==> src/rtl/reg_file_bist.sv <==
// reg_file_bist: built-in self-test initiator for the MIPS register file.
// Writes PAT^i into every register, reads all registers back through both
// read ports (port 2 walks the addresses in reverse) and reports the
// pass/fail result, a saturating mismatch count and the first failing address.
module reg_file_bist #(
   parameter int              AW      = 5,
   parameter int              DW      = 32,
   parameter logic [DW-1:0]   PAT     = 32'hA5A5A5A5,
   parameter bit              R0_ZERO = 1'b1
) (
   input  logic          Clk,
   input  logic          Rst,
   input  logic          Start,
   output logic          Busy,
   output logic          Done,
   output logic          Pass,
   output logic [6:0]    ErrCnt,
   output logic [AW-1:0] FirstErrAddr,
   output logic [AW-1:0] Awr,
   output logic [DW-1:0] Din,
   output logic          WrEn,
   output logic [AW-1:0] Ard1,
   output logic [AW-1:0] Ard2,
   input  logic [DW-1:0] Dout1,
   input  logic [DW-1:0] Dout2
);

   localparam logic [1:0] st_idle  = 2'd0;
   localparam logic [1:0] st_write = 2'd1;
   localparam logic [1:0] st_read  = 2'd2;
   localparam logic [1:0] st_done  = 2'd3;

   localparam logic [AW-1:0] zero_addr = {AW{1'b0}};
   localparam logic [AW-1:0] one_addr  = {{(AW-1){1'b0}}, 1'b1};
   localparam logic [AW-1:0] last_addr = {AW{1'b1}};

   // Value a healthy register file returns for address a.
   function automatic logic [DW-1:0] exp_data(input logic [AW-1:0] a);
      logic [DW-1:0] d;
      if (R0_ZERO && (a == zero_addr)) begin
         d = {DW{1'b0}};
      end else begin
         d = PAT ^ DW'(a);
      end
      return d;
   endfunction

   logic [1:0]    state_r;
   logic [1:0]    state_nx_s;
   logic [AW-1:0] addr_r;
   logic [AW-1:0] addr_nx_s;
   logic [AW-1:0] addr2_s;
   logic          miss1_s;
   logic          miss2_s;
   logic [7:0]    err_sum_s;
   logic [6:0]    err_nx_s;
   logic [AW-1:0] first_nx_s;

   // With NREGS = 2**AW, NREGS-1-addr is simply the bitwise inverse.
   assign addr2_s = ~addr_r;

   // Next-state and address counter sequencing.
   always_comb begin
      state_nx_s = state_r;
      addr_nx_s  = addr_r;
      case (state_r)
         st_idle: begin
            if (Start) begin
               state_nx_s = st_write;
               addr_nx_s  = zero_addr;
            end else begin
               state_nx_s = st_idle;
               addr_nx_s  = zero_addr;
            end
         end
         st_write: begin
            if (addr_r == last_addr) begin
               state_nx_s = st_read;
               addr_nx_s  = zero_addr;
            end else begin
               addr_nx_s  = addr_r + one_addr;
            end
         end
         st_read: begin
            if (addr_r == last_addr) begin
               state_nx_s = st_done;
               addr_nx_s  = zero_addr;
            end else begin
               addr_nx_s  = addr_r + one_addr;
            end
         end
         st_done: begin
            state_nx_s = st_idle;
            addr_nx_s  = zero_addr;
         end
         default: begin
            state_nx_s = st_idle;
            addr_nx_s  = zero_addr;
         end
      endcase
   end

   // Read-back comparison and saturating error accumulation.
   always_comb begin
      miss1_s   = (Dout1 != exp_data(addr_r));
      miss2_s   = (Dout2 != exp_data(addr2_s));
      err_sum_s = {1'b0, ErrCnt} + {7'd0, miss1_s} + {7'd0, miss2_s};
      if (err_sum_s > 8'd127) begin
         err_nx_s = 7'd127;
      end else begin
         err_nx_s = err_sum_s[6:0];
      end
      // Port 1 takes priority when both ports miss in the same cycle.
      if (miss1_s) begin
         first_nx_s = addr_r;
      end else begin
         first_nx_s = addr2_s;
      end
   end

   // FSM state and address counter registers.
   always_ff @(posedge Clk) begin
      if (Rst) begin
         state_r <= st_idle;
         addr_r  <= zero_addr;
      end else begin
         state_r <= state_nx_s;
         addr_r  <= addr_nx_s;
      end
   end

   // Register-file drive outputs, registered from the upcoming state.
   always_ff @(posedge Clk) begin
      if (Rst) begin
         WrEn <= 1'b0;
         Busy <= 1'b0;
         Awr  <= zero_addr;
         Din  <= {DW{1'b0}};
         Ard1 <= zero_addr;
         Ard2 <= zero_addr;
         Done <= 1'b0;
      end else begin
         WrEn <= (state_nx_s == st_write);
         Busy <= (state_nx_s == st_write) || (state_nx_s == st_read);
         Awr  <= (state_nx_s == st_write) ? addr_nx_s : zero_addr;
         Din  <= (state_nx_s == st_write) ? (PAT ^ DW'(addr_nx_s)) : {DW{1'b0}};
         Ard1 <= (state_nx_s == st_read) ? addr_nx_s : zero_addr;
         Ard2 <= (state_nx_s == st_read) ? ~addr_nx_s : zero_addr;
         Done <= (state_r == st_done);
      end
   end

   // Test result registers: cleared on Start, updated in READ and DONE, held otherwise.
   always_ff @(posedge Clk) begin
      if (Rst) begin
         Pass         <= 1'b0;
         ErrCnt       <= 7'd0;
         FirstErrAddr <= zero_addr;
      end else if ((state_r == st_idle) && Start) begin
         Pass         <= 1'b0;
         ErrCnt       <= 7'd0;
         FirstErrAddr <= zero_addr;
      end else if (state_r == st_read) begin
         ErrCnt <= err_nx_s;
         // A zero count means no mismatch has been seen yet this run.
         if ((ErrCnt == 7'd0) && (miss1_s || miss2_s)) begin
            FirstErrAddr <= first_nx_s;
         end
      end else if (state_r == st_done) begin
         Pass <= (ErrCnt == 7'd0);
      end
   end

endmodule

==> config.mk <==
export PLATFORM = sky130hd
export DESIGN_NAME = reg_file_bist
export DESIGN_NICKNAME = d
export VERILOG_FILES = /design/src/rtl/reg_file_bist.sv
export SDC_FILE = /design/constraint.sdc
export NUM_CORES = 1
export LEC_CHECK = 0
export CAP_MARGIN = 10
export CORE_MARGIN = 8
export CORE_UTILIZATION = 36
export CTS_CLUSTER_DIAMETER = 200
export DETAILED_ROUTE_END_ITERATION = 10
export HOLD_SLACK_MARGIN = 0.08
export PLACE_DENSITY = 0.74
export SLEW_MARGIN = 10
export SYNTH_ARGS = -nofsm -noshare
export SYNTH_HDL_FRONTEND = slang
export SYNTH_SLANG_ARGS = --single-unit
==> constraint.sdc <==
create_clock -name Clk -period 3.3 [get_ports Clk]
set_input_delay 0.495 -clock Clk [delete_from_list [all_inputs] [get_ports Clk]]
set_output_delay 0.495 -clock Clk [all_outputs]
set_load 0.01 [all_outputs]
==> results.yml <==
clock_network:
  clock-sinks: 41
  clockRootBuffer: "clkbuf_8"
  holdBufCountCts: 0
  cts_made_buffers: 5
  post_cts_buffers: 0
  clk_pin_slew_ns: 0.07
  clk_path_buf_depth: 2
  cts_max_level: 2
  clk_latency_ns: 0.29
  cts_tree: "done"
timing:
  clock.fmax_mhz: 317
  period_needed_ns: 3.15
  tightest_slew_ns: 0.657
  rsz0062_at_grt: "no"
  finalHoldViolCount: 0
  layout_setup_ws_ns: 0.147
  setup_violations: 0
  fin_crit_sh_pct: 95.5
  hold_ws_ns: 0.484
  maxSlewViolCount: 0
  slew-limit-headroom_pct: 56.0
  clock_skew_ns: 0.00401
detailed_routing:
  route.detailed.drc: 0
  wl_per_cell_um: 15.7
  drt_wl_total_um: 7580
  drtIter0Drc: 56
  dr.pass1.iters: 4
  vias: 2465
  ant_nets: 0
  via_per_inst: 5.10
global_route:
  grt_max_degree: 16
  grt_pass1_wl_um: 12000
  grt-ovfl-total: 0
  antenna_found_initial: 0
  grt_usage_pct: 15.0
  grt_pass1_vias: 2464
placement:
  dp_hpwl_um: 6050
  io_buffers: 116
  place.gp.congestion: 0.855
  placed_area_mm2: 0.00360
  pre_cts_ws_ns: -0.266
floorplan:
  fp-row-count: 30
  die-height_um: 98.9
  start_util_pct: 36.8
  core_mm2: 0.00672
  die-area_mm2: 0.00977
  die_x_um: 98.9
  pin_count: 130
synthesis:
  avgSynthCellArea_um2: 8.43
  synth-edff-count: 0
  async_flop_share_pct: 0
  netlist_instances: 293
  synth_ff_type: "dfxtp_1"
  ys_seq_elements: 41
  synth-seq-area-share_pct: 33.2
  yosysUniqueCellTypes: 53
  synth_warnings: 0
  synth_area_mm2: 0.00247
setup_path:
  cp_data_required_time_ns: 3.51
  startpoint_type: "flop"
  reg2reg_depth: 14
  crit_path_max_incr_delay_ns: 0.46
  worstSetupPathType: "flop to flop"
  worstSetupEndpointType: "flop"
  path_delay_family: "simple AND/OR/NAND/NOR gates"
  slowest_stage: "or3b_2"
  regToRegStartpoint: "addr_r[0]"
  crit_chain: "ha_2 > and3_4 > ha_4 > or3b_2 > a211o_1 > a22oi_2 > nor4b_4 > buf_4 > fa_1 > inv_1 > and4_1 > and2_1 > and4b_1 > nor3_1"
  crit_fanout: 5
  cp.arrival_ns: 3.37
  cp_num_buf_inv: 2
  reg2reg_slack_ns: 0.15
  timing.rr.end: "ErrCnt[5]"
pwr:
  total_power_w: 0.00107
  power_density_mw_per_mm2: 285
  irDropWorstVdd_uv: 316
  leakagePower_nw: 1.43
hold_path:
  worstHoldEndpoint: "Pass"
  hp-class: "flop to flop"
  hold_depth: 2
  hp-start: "Pass"
run_status:
  status: "completed"
flow_run:
  drv_cap: 0
final_layout:
  n_antenna_cell: 0
  fin_area_mm2: 0.00377
  multiInputGateArea_mm2: 0.00144
  drive_gt1_share_pct: 8.44
  register_area_um2: 821
  nFillCells: 622
  fin_nets: 483
  layout-area-overhead-vs-synth_pct: 52.5
  utilization_pct: 56.1
==> layout by cell type (no fill, tap or decap), drive strengths merged, types with 7 or more instances in the layout <==
master,synthesis,layout
nor3,12,12
and2,12,12
conb,1,13
nand4,8,8
inv,11,11
nor2,26,26
buf,33,13
dfxtp,41,41
a21oi,10,10
nand2,22,22
nand2b,7,7
a31oi,7,7
ha,12,12
nor4,10,10
clkdlybuf4s50,0,116
nand3,9,9
==> registers in the layout (all words and copies together), names as in the netlist <==
register,count
addr_r,5
Ard1,5
state_r,2
Pass,1
Done,1
WrEn,1
Busy,1
Din,4
Ard2,5
ErrCnt,7
FirstErrAddr,5
Awr,4
==> repair_timing <==
item                                    4_1_cts  5_1_grt
hold endpoints to repair                      0        0
gates resized for setup                       2       10
pin swaps                                     0        1
endpoints found under the setup margin        6        7
==> synth_stat cells, drive strengths merged (2+ instances only) <==
library cell | number | area, um^2
o21ai | 4 | 20.0
or4 | 4 | 33.8
nand2b | 7 | 43.8
a41oi | 2 | 17.5
a31oi | 7 | 43.8
o22ai | 5 | 31.3
o41ai | 5 | 43.8
a2bb2oi | 5 | 43.8
clkbuf | 5 | 18.8
ha | 12 | 150
and3 | 3 | 18.8
dfxtp | 41 | 821
nor2b | 3 | 18.8
nor2 | 26 | 97.6
a211o | 2 | 18.8
nor3b | 2 | 15.0
nand4 | 8 | 50.1
a21oi | 10 | 50.1
nor3 | 12 | 71.3
nand2 | 22 | 82.6
nor4b | 3 | 41.3
and2 | 12 | 75.1
nand3 | 9 | 45.0
o21a | 2 | 15.0
xnor2 | 5 | 43.8
xor2 | 6 | 52.6
inv | 11 | 41.3
buf | 33 | 256
nor4 | 10 | 62.6
==> per-stage QoR <==
step	TNS [ns]	instances
2_1_floorplan	0	305
3_3_place_gp	-1.53	476
3_5_place_dp	-1.60	476
4_1_cts	0	483
5_1_grt	0	483
6_report	0	483
==> worst max-delay path by stage <==
stage,cells past startpoint,start,slack [ns],to
3_5_place_dp,11,Dout1[14],-0.27,ErrCnt[5]
5_1_grt,14,addr_r[1],0.006,ErrCnt[5]
2_1_floorplan,13,addr_r[1],0.09,ErrCnt[5]
3_3_place_gp,11,Dout1[14],-0.25,ErrCnt[5]
4_1_cts,11,Dout1[14],0.01,ErrCnt[5]
6_report,14,addr_r[0],0.15,ErrCnt[5]
==> worst min-delay path: cells and delay by family (launching register included) <==
kind	cells	cell delay [ns]
AO/OA/AOI/OAI	1	0.06
flip-flops	1	0.31
AND/OR/NAND/NOR	1	0.06
==> cells by family (layout without fill, tap and decap cells) <==
group | count (synthesis) | in the layout | share of synthesized area, %
AOI/OAI and AO/OA | 48 | 48 | 13.4
muxes | 1 | 1 | 0.405
adders and majority gates | 13 | 13 | 6.89
other | 1 | 13 | 0.152
and+or+nand+nor | 129 | 129 | 29.2
DFF | 41 | 41 | 33.2
xor gates and xnor gates | 11 | 11 | 3.90
buffers and inverters | 49 | 147 | 12.8
==> power breakdown <==
group	switching, W	leakage [nW]	internal (W)
registers	0.00000417	0.332	0.000500
clock network	0.000169	0.0540	0.000220
logic	0.0000686	1.04	0.000111
total	0.000242	1.43	0.000831
==> layout make-up <==
cell class,instances,share of cell area (%)
Sequential cell,41,21.8
Timing Repair Buffer,129,33.4
Clock buffer,5,1.83
Clock inverter,2,0.930
Inverter,11,1.10
Tap cell,80,2.66
Multi-Input combinational cell,215,38.3
==> layer usage <==
layer  global-route usage, %  share of wire (%)  vias up
met4                    4.01               0.69        0
met1                    17.9                 44     1143
li1                        -                  -     1226
met5                       0                  0        -
met2                    24.9                 46       91
met3                    5.21                9.3        5
Power figures use the tool's default switching activity.
